===== config.mk =====
export PLATFORM = sky130hd
export DESIGN_NAME = imem_loader
export DESIGN_NICKNAME = d
export VERILOG_FILES = /design/src/rtl/mips_pkg.sv /design/src/rtl/imem_word_packer.sv /design/src/rtl/imem_loader.sv
export SDC_FILE = /design/constraint.sdc
export NUM_CORES = 1
export LEC_CHECK = 0
export BUFFER_PORTS_ARGS = -buffer_cell sky130_fd_sc_hd__buf_2
export CAP_MARGIN = 30
export CORE_AREA = 2 2 108 110
export DETAILED_ROUTE_END_ITERATION = 10
export DIE_AREA = 0 0 110 112
export GPL_TIMING_DRIVEN = 0
export PLACE_DENSITY_LB_ADDON = 0.2
export SYNTH_ARGS = -nofsm -noshare
export SYNTH_HDL_FRONTEND = slang
export SYNTH_SLANG_ARGS = --single-unit

===== constraint.sdc =====
create_clock -name clk -period 3.8 [get_ports clk]
set_clock_uncertainty 0.1 [all_clocks]
set_input_delay 0.57 -clock clk [delete_from_list [all_inputs] [get_ports clk]]
set_output_delay 0.57 -clock clk [all_outputs]
set_load 0.02 [all_outputs]

===== src/rtl/mips_pkg.sv =====
// Shared definitions for the MIPS instruction-memory loader: FSM state encoding
// and the default frame start byte.
package mips_pkg;
  typedef enum logic [2:0] {
    IDLE, LEN_HI, LEN_LO, DATA, WRITE, CHECK, DONE, ERR
  } state_t;

  localparam logic [7:0] SYNC_DEFAULT = 8'hA5;
endpackage


===== src/rtl/imem_word_packer.sv =====
// Assembles payload bytes MSB-first into a 32-bit word and keeps the running
// XOR checksum over every payload byte.
module imem_word_packer (
  input  logic        clk,
  input  logic        rst,
  input  logic        clear,
  input  logic        shift,
  input  logic [7:0]  byte_in,
  output logic [31:0] word_nxt,
  output logic [7:0]  csum
);
  logic [31:0] word;

  // The loader captures word_nxt on the 4th byte so the write goes out one cycle later.
  assign word_nxt = {word[23:0], byte_in};

  always_ff @(posedge clk or posedge rst) begin
    if (rst) begin
      word <= '0;
      csum <= '0;
    end else if (clear) begin
      word <= '0;
      csum <= '0;
    end else if (shift) begin
      word <= word_nxt;
      csum <= csum ^ byte_in;
    end
  end
endmodule


===== src/rtl/imem_loader.sv =====
// Byte-stream loader: parses SYNC/count/payload/checksum frames, writes words
// into instruction memory and holds the core in reset until a load verifies.
module imem_loader
  import mips_pkg::*;
#(
  parameter int         ADDR_W = 8,
  parameter logic [7:0] SYNC   = SYNC_DEFAULT
) (
  input  logic              clk,
  input  logic              rst,
  input  logic [7:0]        in_data,
  input  logic              in_valid,
  output logic              in_ready,
  output logic [ADDR_W-1:0] im_add,
  output logic [31:0]       im_data,
  output logic              im_write,
  output logic              core_hold,
  output logic              done,
  output logic              err
);
  localparam logic [16:0] MAX_WORDS = 17'(1) << ADDR_W;

  state_t            state;
  logic [15:0]       n_words;
  logic [16:0]       wcnt;
  logic [1:0]        bcnt;
  logic [ADDR_W-1:0] addr;
  logic [31:0]       word_nxt;
  logic [7:0]        csum;
  logic              accept, start, shift;
  logic [15:0]       n_next;
  logic [16:0]       wcnt_inc;

  assign accept   = in_valid && in_ready;
  assign start    = accept && (in_data == SYNC) &&
                    (state == IDLE || state == DONE || state == ERR);
  assign shift    = accept && (state == DATA);
  assign n_next   = {n_words[15:8], in_data};
  assign wcnt_inc = wcnt + 17'd1;

  imem_word_packer u_pack (
    .clk      (clk),
    .rst      (rst),
    .clear    (start),
    .shift    (shift),
    .byte_in  (in_data),
    .word_nxt (word_nxt),
    .csum     (csum)
  );

  always_ff @(posedge clk or posedge rst) begin
    if (rst) begin
      state     <= IDLE;
      in_ready  <= 1'b1;
      im_write  <= 1'b0;
      im_add    <= '0;
      im_data   <= '0;
      core_hold <= 1'b1;
      done      <= 1'b0;
      err       <= 1'b0;
      n_words   <= '0;
      wcnt      <= '0;
      bcnt      <= '0;
      addr      <= '0;
    end else begin
      // in_ready is only ever dropped for the single WRITE cycle.
      im_write <= 1'b0;
      in_ready <= 1'b1;
      case (state)
        IDLE, DONE, ERR: if (start) begin
          state     <= LEN_HI;
          addr      <= '0;
          bcnt      <= '0;
          wcnt      <= '0;
          core_hold <= 1'b1;
          done      <= 1'b0;
          err       <= 1'b0;
        end
        LEN_HI: if (accept) begin
          n_words[15:8] <= in_data;
          state         <= LEN_LO;
        end
        LEN_LO: if (accept) begin
          n_words[7:0] <= in_data;
          if ({1'b0, n_next} > MAX_WORDS) begin
            state <= ERR;
            err   <= 1'b1;
          end else if (n_next == 16'd0) begin
            state <= CHECK;
          end else begin
            state <= DATA;
          end
        end
        DATA: if (accept) begin
          bcnt <= bcnt + 2'd1;
          if (bcnt == 2'd3) begin
            state    <= WRITE;
            in_ready <= 1'b0;
            im_write <= 1'b1;
            im_data  <= word_nxt;
            im_add   <= addr;
          end
        end
        WRITE: begin
          addr  <= addr + ADDR_W'(1);
          wcnt  <= wcnt_inc;
          state <= (wcnt_inc == {1'b0, n_words}) ? CHECK : DATA;
        end
        CHECK: if (accept) begin
          if (in_data == csum) begin
            state     <= DONE;
            done      <= 1'b1;
            core_hold <= 1'b0;
          end else begin
            state <= ERR;
            err   <= 1'b1;
          end
        end
        default: state <= IDLE;
      endcase
    end
  end
endmodule


==> results of run 1 <==
## layout make-up
type | instances | area share [%]
flip-flops and latches | 123 | 44.9
multi-input cells | 382 | 36.4
clock buffers | 19 | 6.46
repair buffers | 59 | 4.96
well taps | 143 | 2.61
plain buffers | 27 | 2.15
clock inverters | 13 | 2.10
inverters | 6 | 0.383
## metrics by stage
stage	worst slack, ps	util (%)	hold slack (ps)
2_1_floorplan	1320	-	353
3_3_place_gp	844	55.5	378
3_5_place_dp	902	56.1	382
4_1_cts	961	61.4	117
5_1_grt	794	61.4	139
6_report	960	61.4	118
## per-layer routing
metal	GRT usage [%]	vias up
li1	-	2051
met1	31.5	2188
met2	37.6	128
met3	6.44	22
met4	8.35	0
met5	0	-
## flip-flops by register name, summed over array words and instances (netlist names), 2 cells and up
register     count
addr             8
bcnt             2
im_add           8
im_data         32
n_words         16
state            3
u_pack.csum      8
u_pack.word     24
wcnt            17
## final timing paths
| path | startpoint | end | cells past startpoint |
|---|---|---|---|
| worst max-delay path | wcnt[8]$_DFFE_PP0P_ | state[1]$_DFFE_PP0P_ | 7 |
| worst min-delay path | rst | im_data[12]$_DFFE_PP0P_ | 2 |
| worst max register to register | wcnt[8]$_DFFE_PP0P_ | state[1]$_DFFE_PP0P_ | 7 |
| worst min register to register | addr[7]$_DFFE_PP0P_ | addr[7]$_DFFE_PP0P_ | 1 |
| max in group asynchronous | rst | core_hold$_DFFE_PP1P_ | 3 |
| min in group clk | in_data[0] | n_words[8]$_DFFE_PP0P_ | 3 |
## layout by cell type (no fill, tap or decap), drive strengths merged, types with 9 or more instances in the layout
cell type  instances
xor2              21
o21ai             36
clkbuf            36
dfrtp            121
a21oi             38
xnor2             19
nor4               9
mux2              55
nor3               9
nand2             81
clkinv             9
nor2              36
nand4             11
buf               68
## power by group through the flow
stage               combinational [mW]  sequential, mW  clock (mW)
finish                            1.44            2.15        1.58
global route                      1.60            2.21        1.68
CTS                               1.46            2.14        1.61
detailed placement                1.44            2.16           0
global placement                  1.39            2.14           0
floorplan                        0.875            2.25           0
## worst max-delay path, delay by kind of cell, from the launching register on
kind | cells | cell delay, ps
xor gates and xnor gates | 1 | 180
buffers and inverters | 1 | 250
AOI/OAI and AO/OA | 1 | 360
and+or+nand+nor | 4 | 1510
DFF | 1 | 320
## kinds of logic (layout without fill, tap and decap cells)
kind of cell,after synthesis,after routing,synth area share [%]
compound gates,101,101,10.4
buf+inv,33,124,2.96
mux,56,56,11.0
xor+xnor,40,40,6.10
fa+ha+maj,3,3,0.653
flops,123,123,53.6
simple gates,182,182,15.4
==> results.md, run 1 <==
* # port buffers at 55
* Diode count at 0
* Power share of the clock group at 30.6%
* Share of cells above drive strength 1 at between 20% and 30%
* Max Freq at roughly 0.35 GHz
* Reg area at approximately 3100 µm²
* Detailed-route via count at between 4k and 5k
* Async SR Flop Fraction at 100%
* Cell Chain, Critical Path: bufbuf_16 > nand4_1 > nor4_1 > xnor2_1 > nand4_1 > or4_4 > o32a_1
* Placement Rows at 39
* Post-Syn Area at between 5000 and 6000 µm²
* Setup CP Type: flop to flop
* Fin nets at between 600 and 700
* Area of the core at 11200 µm²
* Fin crit period at roughly 2800 ps
* Initial antenna violation count at 0
* Clock-pin slew on the worst setup and hold paths at 60 ps
* Worst slew pin tran at 716 ps
* Ys flop type: dfrtp_1
* Pins over their slew limit at 0
* Flop2flop setup slack at 960 ps
* Average wire per standard cell at 17.1 µm
* DP Wirelength at 9.29 mm
* Sequential share of power at 41.5%
* Post-CTS Setup Bufs at 0
* RSZ-0062 raised after global routing: no
* Worst EP required at 3990 ps
* Post-synthesis cell type count at 52
* Post-synth EDFFs at 0
* Synthesis-stage register bit count at 123
* Met3 wire len at roughly 500 µm
* Final Hold Viols at 0
* Syn Area/Cell at approximately 11 µm²
* Relative slew margins at 52.2%
* Pin count of the biggest net entering global routing at 38
* Die ar. at 12300 µm²
* Most common library cells after synthesis: dfrtp_1, nand2_1, mux2_2, a21oi_1, o21ai_0
* Die height at 112 µm
* Final instance area at 6860 µm²
* CP Max Fanout at 8
* Sw Share at between 30% and 40%
* Mapped Cells at 538
* Global-route wire length before repair at between 20 and 25 mm
* Die Wd at 110 µm
* Met1 wire length at 5.71 mm
* Max-cap viol count at 0
* Placed Area at 6270 µm²
* Overall Global Routing Usage at a little under a quarter
* Element type at the critical path end: flop
* Outcome: completed
* Root buffer cell: clkbuf_16
* Net Sw Power at 1.77 mW
* DRC Markers at 0
* Met2 WL at 6.75 mm
* Final Cycle Share at 74.7%
* Top Metal Used: met4
* Power, Total at 5.17 mW
* Area of the multi-input gates at roughly 2500 µm²
* Total wire length at 13.2 mm
* Fillcell total at 915
* HP Class: input pin to async pin
* Detailed Route Iter0 Violations at about 290
* Finished Layout Cells at 772
* PD cells at 754 nW/µm²
* Syn nets at ~550
* # hold bufs at CTS at 0
* Internal at about 3.4 mW
* Count leader, synth: dfrtp_1
* Leading area contributor after synthesis: dfrtp_1
* Most frequent CP cell: nand4_1
* Via/cell ratio at 5.69
* # setup viols final at 0
* I/O pin total at 56
* Iteration count of the initial detailed-routing pass at 5
* Worst-Skew Late Latency at 420 ps
* Post-CTS Resized at 0
* Peak VDD IR at around 590 µV
* Clock buffer count from CTS at 17
* Number of global-route vias before repair at 4511
* Critical path's slowest cell: nor4_1
* GRT overflow at 0
* Clk buf depth at 2
* Syn-to-layout area delta at 19.3%
* Setup crit start kind: flop
* Post-synth top area share at 52.7%
* Top post-synthesis cells by area: dfrtp_1, mux2_2, nand2_1
* CTS tree: done
* H-tree depth at 4
* Setup TNS at 0 ps
* Leak at 3.17 nW
* Comb pwr share at 27.9%
* Register area share after synthesis at 53.6%
* Placed cells at 740
* Slowest stage delay, CP at 610 ps
* # clock sinks at 123
* Synth Warn # at 0
* WP data arrival at just over 3000 ps
* GPL Wtd Cong at roughly 0.87
* Number of routed nets with antenna violations at 0
* Initial Util at 51.4%
(Power assumes the default switching activity.)
==> run 2, diff against run 1 <==
- clock period: 3.8 -> 2.3 ns (I/O delays scaled with it)
==> run 2 against run 1 <==
  * The run now ends with setup timing left
  * Flip-flop and latch count stayed put
  * Power is 74% higher
  * Via count is 0.98% higher
  * Non-clock buffer count is 13 higher
  * Worst hold slack better by 38 ps
  * Critical endpoint unchanged
==> results.md, run 2 (synthesis results as in run 1) <==
* Hold Slack at 157 ps (+38.3 ps)
* Relative slew margins at 60.4% (+8.2 points)
* Initial antenna violation count at 0 (unchanged)
* RSZ-0062 raised after global routing: yes
* Element type at the critical path end: flop
* Diode count at 0 (unchanged)
* GPL Wtd Cong at 0.849 (-3.0%)
* Power share of the clock group at 32.5% (+1.9 points)
* Net Sw Power at 2.92 mW (+65%)
* Pin count of the biggest net entering global routing at 43 (+13%)
* Root buffer cell: clkbuf_16
* Worst-Skew Late Latency at 430 ps (about the same)
* Power, Total at 8.98 mW (+74%)
* Area of the core at 11200 µm² (unchanged)
* GRT overflow at 0 (unchanged)
* Via/cell ratio at 5.65 (-0.69%)
* Most flops, register: im_data
* Peak VDD IR at 950 µV (+61%)
* WP data arrival at 2520 ps (-510 ps)
* Final setup margin at -21.2 ps (-981 ps)
* Hold depth at 3
* Iteration count of the initial detailed-routing pass at 5 (unchanged)
* Sequential share of power at 39.5% (-2.0 points)
* Placement Rows at 39 (unchanged)
* Post-layout util at 64.3% (+2.9 points)
* Slowest stage delay, CP at 460 ps (-150 ps)
* Die ar. at 12300 µm² (unchanged)
* Largest registers: im_data (32), u_pack.word (24), wcnt (17)
* Pre-CTS setup slack at -359 ps (-1260 ps)
* Final Cycle Share at 101% (+26 points)
* PD cells at 1250 nW/µm² (+66%)
* Worst EP required at 2500 ps (-1490 ps)
* H-tree depth at 4 (unchanged)
* Initial Util at 51.4% (unchanged)
* Setup crit start kind: flop
* Worst reg-to-reg path cell count at 7 (unchanged)
* Worst slew pin tran at 594 ps (-122 ps)
* Sw Share at 32.5% (-1.7 points)
* Final Hold Viols at 0 (unchanged)
* HP Class: input pin to flop
* Number of routed nets with antenna violations at 0 (unchanged)
* Number of global-route vias before repair at 4403 (-2.4%)
* Overall Global Routing Usage at 23.4% (-0.42 points)
* Internal at 6.07 mW (+78%)
* Comb pwr share at 27.9% (about the same)
* DRC Markers at 0 (unchanged)
* I/O pin total at 56 (unchanged)
* CTS tree: done
* Clk buf depth at 2 (unchanged)
* # clock sinks at 123 (unchanged)
* DP Wirelength at 9.22 mm (-0.80%)
* Detailed-route via count at 4432 (+0.98%)
* Total wire length at 13.2 mm (-0.17%)
* Leak at 3.36 nW (+5.9%)
* Die height at 112 µm (unchanged)
* Placed Area at 6290 µm² (+0.30%)
* Setup CP Type: flop to flop
* Detailed Route Iter0 Violations at 304 (+6.3%)
* Clock-pin slew on the worst setup and hold paths at 50 ps (about the same)
* Final instance area at 7180 µm² (+4.8%)
* Outcome: finished with violations
* Global-route wire length before repair at 22.0 mm (-2.2%)
* Failing checks: setup timing
* Die Wd at 110 µm (unchanged)
* Critical path's slowest cell: dfrtp_2
* Most common cell after layout, fill and taps aside: dfrtp_1
* # setup viols final at 1 (+1)
* Fin crit period at 2320 ps (-519 ps)
* Average wire per standard cell at 16.8 µm (-1.8%)
* CP Max Fanout at 6 (-2)
* Clock buffer count from CTS at 17 (unchanged)
* Max Freq at 0.431 GHz (+22%)
* Fin nets at 643 (+2.1%)
* Pins over their slew limit at 0 (unchanged)
* Max reg flops at 32 (unchanged)
* # port buffers at 55 (unchanged)
* Syn-to-layout area delta at 25.0%
* Cell Chain, Critical Path: ha_4 > and3_2 > and2_1 > o21ai_0 > a31oi_1 > or2_4 > o32a_1
* Max-cap viol count at 0 (unchanged)
* Share of cells above drive strength 1 at 33.0% (+6.2 points)
* Most frequent cells in the layout: dfrtp_1, nand2_1, buf_2
[run 2: layer usage]
metal	wire [µm]	track usage [%]	share of wire, %
met5	0	0	0
met4	282	10.5	2.1
met3	553	5.91	4.2
met2	6740	38.0	51
met1	5600	29.2	42
[run 2: path summary, 6_finish.rpt]
check / from / endpoint / slack, ps
worst max register to register: wcnt[0]$_DFFE_PP0P_ / state[1]$_DFFE_PP0P_ / -20
worst max-delay path: wcnt[0]$_DFFE_PP0P_ / state[1]$_DFFE_PP0P_ / -20
worst min-delay path: in_data[0] / n_words[8]$_DFFE_PP0P_ / 160
worst min register to register: addr[7]$_DFFE_PP0P_ / addr[7]$_DFFE_PP0P_ / 390
min in group asynchronous: rst / im_data[12]$_DFFE_PP0P_ / 410
max in group asynchronous: rst / core_hold$_DFFE_PP1P_ / 880
[run 2: repair_timing]
action	4_1_cts	5_1_grt
pin swaps	4	8
endpoints found under the setup margin	56	83
cloned	0	0
resized for setup	25	18
hold buffers	1	0
setup buffers	8	7
endpoints found under the hold margin	22	0
[run 2: critical path, delay by kind of cell, from the launching register on]
family	cells	cell delay, ps
adders and majority gates	1	210
AOI/OAI and AO/OA	3	750
and+or+nand+nor	3	680
DFF	1	460
[run 2: power by group through the flow]
stage	Sequential, mW	Combinational (mW)	Clock, mW
floorplan	3.72	1.45	0
global placement	3.53	2.30	0
detailed placement	3.57	2.37	0
CTS	3.54	2.49	2.96
global route	3.64	2.77	3.06
finish	3.55	2.51	2.92
[run 2: area by class of cell]
type                    count  area (µm²)
clock inverters            11         190
flip-flops and latches    123        3090
repair buffers             75         474
clock buffers              21         460
well taps                 143         179
multi-input cells         382        2620
fillers                   850        3990
plain buffers              24         145
inverters                   6        26.3
[run 2: metrics by stage]
| stage | cells | setup TNS (ps) |
|---|---|---|
| 2_1_floorplan | 538 | 0 |
| 3_3_place_gp | 736 | -65750 |
| 3_5_place_dp | 740 | -22080 |
| 4_1_cts | 779 | -48.2 |
| 5_1_grt | 785 | -157 |
| 6_report | 785 | -21.2 |
==> run 3, diff against run 2 <==
- CORE_AREA: 2 2 108 110 -> 2 2 109 111
- DIE_AREA: 0 0 110 112 -> 0 0 111 113
- PLACE_DENSITY: unset -> 0.75
- PLACE_DENSITY_LB_ADDON: 0.2 -> unset
- SYNTH_HIERARCHICAL: unset -> 1
==> run 3 against run 2 <==
  * Largest cell class unchanged
  * Critical path type unchanged
  * Die area increased by 1.8%
  * First-iteration DRC count up 12%
  * Utilization grew 1.8 points
  * Global-route usage grew 1.6 points
  * The run still ends with setup timing left
==> results.md, run 3 <==
* CTS tree: done
* Detailed-route via count at 4688 (+5.8%)
* RSZ-0062 raised after global routing: yes
* Mapped Cells at 548 (+1.9%)
* Power share of the clock group at 25.1% (-7.4 points)
* Die height at 113 µm (+0.89%)
* Iteration count of the initial detailed-routing pass at 5 (unchanged)
* Ys flop type: dfrtp_1
* Share of cells above drive strength 1 at 36.5% (+3.5 points)
* Synth Warn # at 6 (+6)
* Comb pwr share at 35.3% (+7.4 points)
* Top post-synthesis cells by area: dfrtp_1, mux2_2, mux2i_1
* Die ar. at 12500 µm² (+1.8%)
* Setup CP Type: flop to flop
* Clock buffer count from CTS at 17 (unchanged)
* Die Wd at 111 µm (+0.91%)
* Root buffer cell: clkbuf_16
* GRT overflow at 0 (unchanged)
* Number of routed nets with antenna violations at 0 (unchanged)
* Count leader, synth: dfrtp_1
* Failing checks: setup timing
* Total wire length at 14.8 mm (+13%)
* Post-synth top area share at 50.0% (-2.6 points)
* Initial Util at 53.7% (+2.3 points)
* Sw Share at 37.2% (+4.7 points)
* Max-cap viol count at 0 (unchanged)
* Sequential share of power at 39.6% (about the same)
* WP data arrival at 2780 ps (+260 ps)
* Post-layout util at 66.0% (+1.8 points)
* Fin nets at 653 (+1.6%)
* Most flops, register: im_data
* Final Hold Viols at 0 (unchanged)
* Detailed Route Iter0 Violations at 340 (+12%)
* Most common cell after layout, fill and taps aside: dfrtp_1
* Pins over their slew limit at 0 (unchanged)
* # setup viols final at 2 (+1)
* Peak VDD IR at 777 µV (-18%)
* Syn nets at 562 (+1.8%)
* Flop2flop setup slack at -270 ps (-250 ps)
* Initial antenna violation count at 0 (unchanged)
* Via/cell ratio at 5.90 (+4.4%)
* Clk buf depth at 2 (unchanged)
* Leading area contributor after synthesis: dfrtp_1
* Net Sw Power at 3.71 mW (+27%)
* Most common library cells after synthesis: dfrtp_1, mux2_2, nor2_1, o21ai_0, nand2_1
* Relative slew margins at 52.9% (-7.5 points)
* Fillcell total at 831 (-2.2%)
* Diode count at 0 (unchanged)
* Leak at 3.45 nW (+2.8%)
* Final setup margin at -272 ps (-251 ps)
* # port buffers at 55 (unchanged)
* Power, Total at 9.98 mW (+11%)
* Pin count of the biggest net entering global routing at 42 (-2.3%)
* Async SR Flop Fraction at 100% (unchanged)
* Max Freq at 0.389 GHz (-9.8%)
* Placement Rows at 39 (unchanged)
* Worst-Skew Late Latency at 420 ps (about the same)
* HP Class: input pin to flop
* Worst slew pin tran at 705 ps (+111 ps)
* Internal at 6.27 mW (+3.3%)
* Average wire per standard cell at 18.7 µm (+11%)
* Clock-pin slew on the worst setup and hold paths at 60 ps (about the same)
* DRC Markers at 0 (unchanged)
* Max reg flops at 32 (unchanged)
* I/O pin total at 56 (unchanged)
* Element type at the critical path end: flop
* Synthesis-stage register bit count at 123 (unchanged)
* CP Max Fanout at 6 (unchanged)
* DP Wirelength at 9.85 mm (+6.8%)
* Worst EP required at 2510 ps (about the same)
* Fin crit period at 2570 ps (+251 ps)
* GPL Wtd Cong at 0.856 (+0.77%)
* Reg area at 3090 µm² (about the same)
* Outcome: finished with violations
* Post-Syn Area at 6050 µm² (+5.3%)
* Setup crit start kind: flop
* Register area share after synthesis at 50.9% (-2.7 points)
* Number of global-route vias before repair at 4709 (+6.9%)
* H-tree depth at 4 (unchanged)
* PD cells at 1340 nW/µm² (+7.2%)
* Area of the multi-input gates at 2880 µm² (+10%)
* Syn Area/Cell at 11.0 µm² (+3.4%)
* Largest registers: im_data (32), u_pack/word (24), wcnt (17)
* Overall Global Routing Usage at 25.0% (+1.6 points)
* Syn-to-layout area delta at 23.0%
* Global-route wire length before repair at 24.7 mm (+12%)
* # clock sinks at 123 (unchanged)
* Post-synthesis cell type count at 60 (+15%)
* Most frequent cells in the layout: dfrtp_1, buf_2, mux2_2
* Area of the core at 11300 µm² (+0.87%)
* Post-synth EDFFs at 0 (unchanged)
* Final Cycle Share at 112% (+11 points)
-- run 3: metal layers --
metal / vias up / track usage (%) / share of wire [%]
li1: 2132 / - / -
met1: 2359 / 32.7 / 43
met2: 160 / 40.7 / 49
met3: 37 / 5.14 / 5.0
met4: 0 / 11.3 / 3.0
met5: - / 0 / 0
-- run 3: area by class of cell --
cell class,count,share of cell area (%)
buffer,31,2.92
clock buffer,23,6.29
clock inverter,9,1.21
inverter,9,0.538
multi-input combinational,382,38.7
sequential,123,41.5
tap,143,2.40
timing repair buffer,75,6.40
-- run 3: through the flow --
step	hold slack [ps]	TNS (ps)	setup slack (ps)	instance area, µm²	std cells
final	218	-471	-272	7440	795
after global routing	214	-661	-326	7440	795
after CTS	201	-826	-358	7310	788
after detailed placement	350	-33750	-778	6640	749
after global placement	369	-31150	-768	6580	746
after floorplan	353	-300	-197	6120	548
-- run 3: power groups by stage --
stage	sequential (mW)	combinational, mW	clock (mW)
finish	3.96	3.52	2.50
global route	4.07	3.84	2.64
CTS	3.92	3.41	2.54
detailed placement	3.90	3.32	0
global placement	3.85	3.19	0
floorplan	3.99	2.26	0
-- run 3: cells by family (layout without fill, tap and decap cells) --
kind of cell,count (synthesis),after routing,synth area share (%)
buffers and inverters,43,147,3.95
and+or+nand+nor,166,166,14.2
AOI/OAI and AO/OA,100,100,11.1
DFF,123,123,50.9
muxes,81,81,14.6
adders and majority gates,3,3,0.620
xor gates and xnor gates,32,32,4.63
-- run 3: path summary, 6_finish.rpt --
path | from | end | cells after the start
setup / recovery | wcnt[0]$_DFFE_PP0P_ | state[1]$_DFFE_PP0P_ | 9
hold / removal | in_data[6] | u_pack/csum[6]$_DFFE_PP0P_ | 3
min in group asynchronous | rst | im_data[20]$_DFFE_PP0P_ | 3
max in group asynchronous | rst | core_hold$_DFFE_PP1P_ | 5
hold reg to reg | core_hold$_DFFE_PP1P_ | core_hold$_DFFE_PP1P_ | 2
setup reg to reg | wcnt[0]$_DFFE_PP0P_ | state[1]$_DFFE_PP0P_ | 9
-- run 3: what timing repair did --
| item | CTS | global route |
|---|---|---|
| resized for setup | 27 | 26 |
| pin swaps | 10 | 12 |
| hold endpoints to repair | 40 | 0 |
| setup buffers | 8 | 8 |
| gates cloned | 0 | 0 |
| hold buffers | 1 | 0 |
| setup endpoints to repair | 100 | 72 |
-- run 3: critical path: stages (launching register included) --
cell	delay [ps]
dfrtp_2	430
ha_4	160
buf_6	100
nand3_4	120
nor4_4	350
o2111ai_1	150
nor3_1	250
nand3_2	100
or4_4	530
a21o_1	170
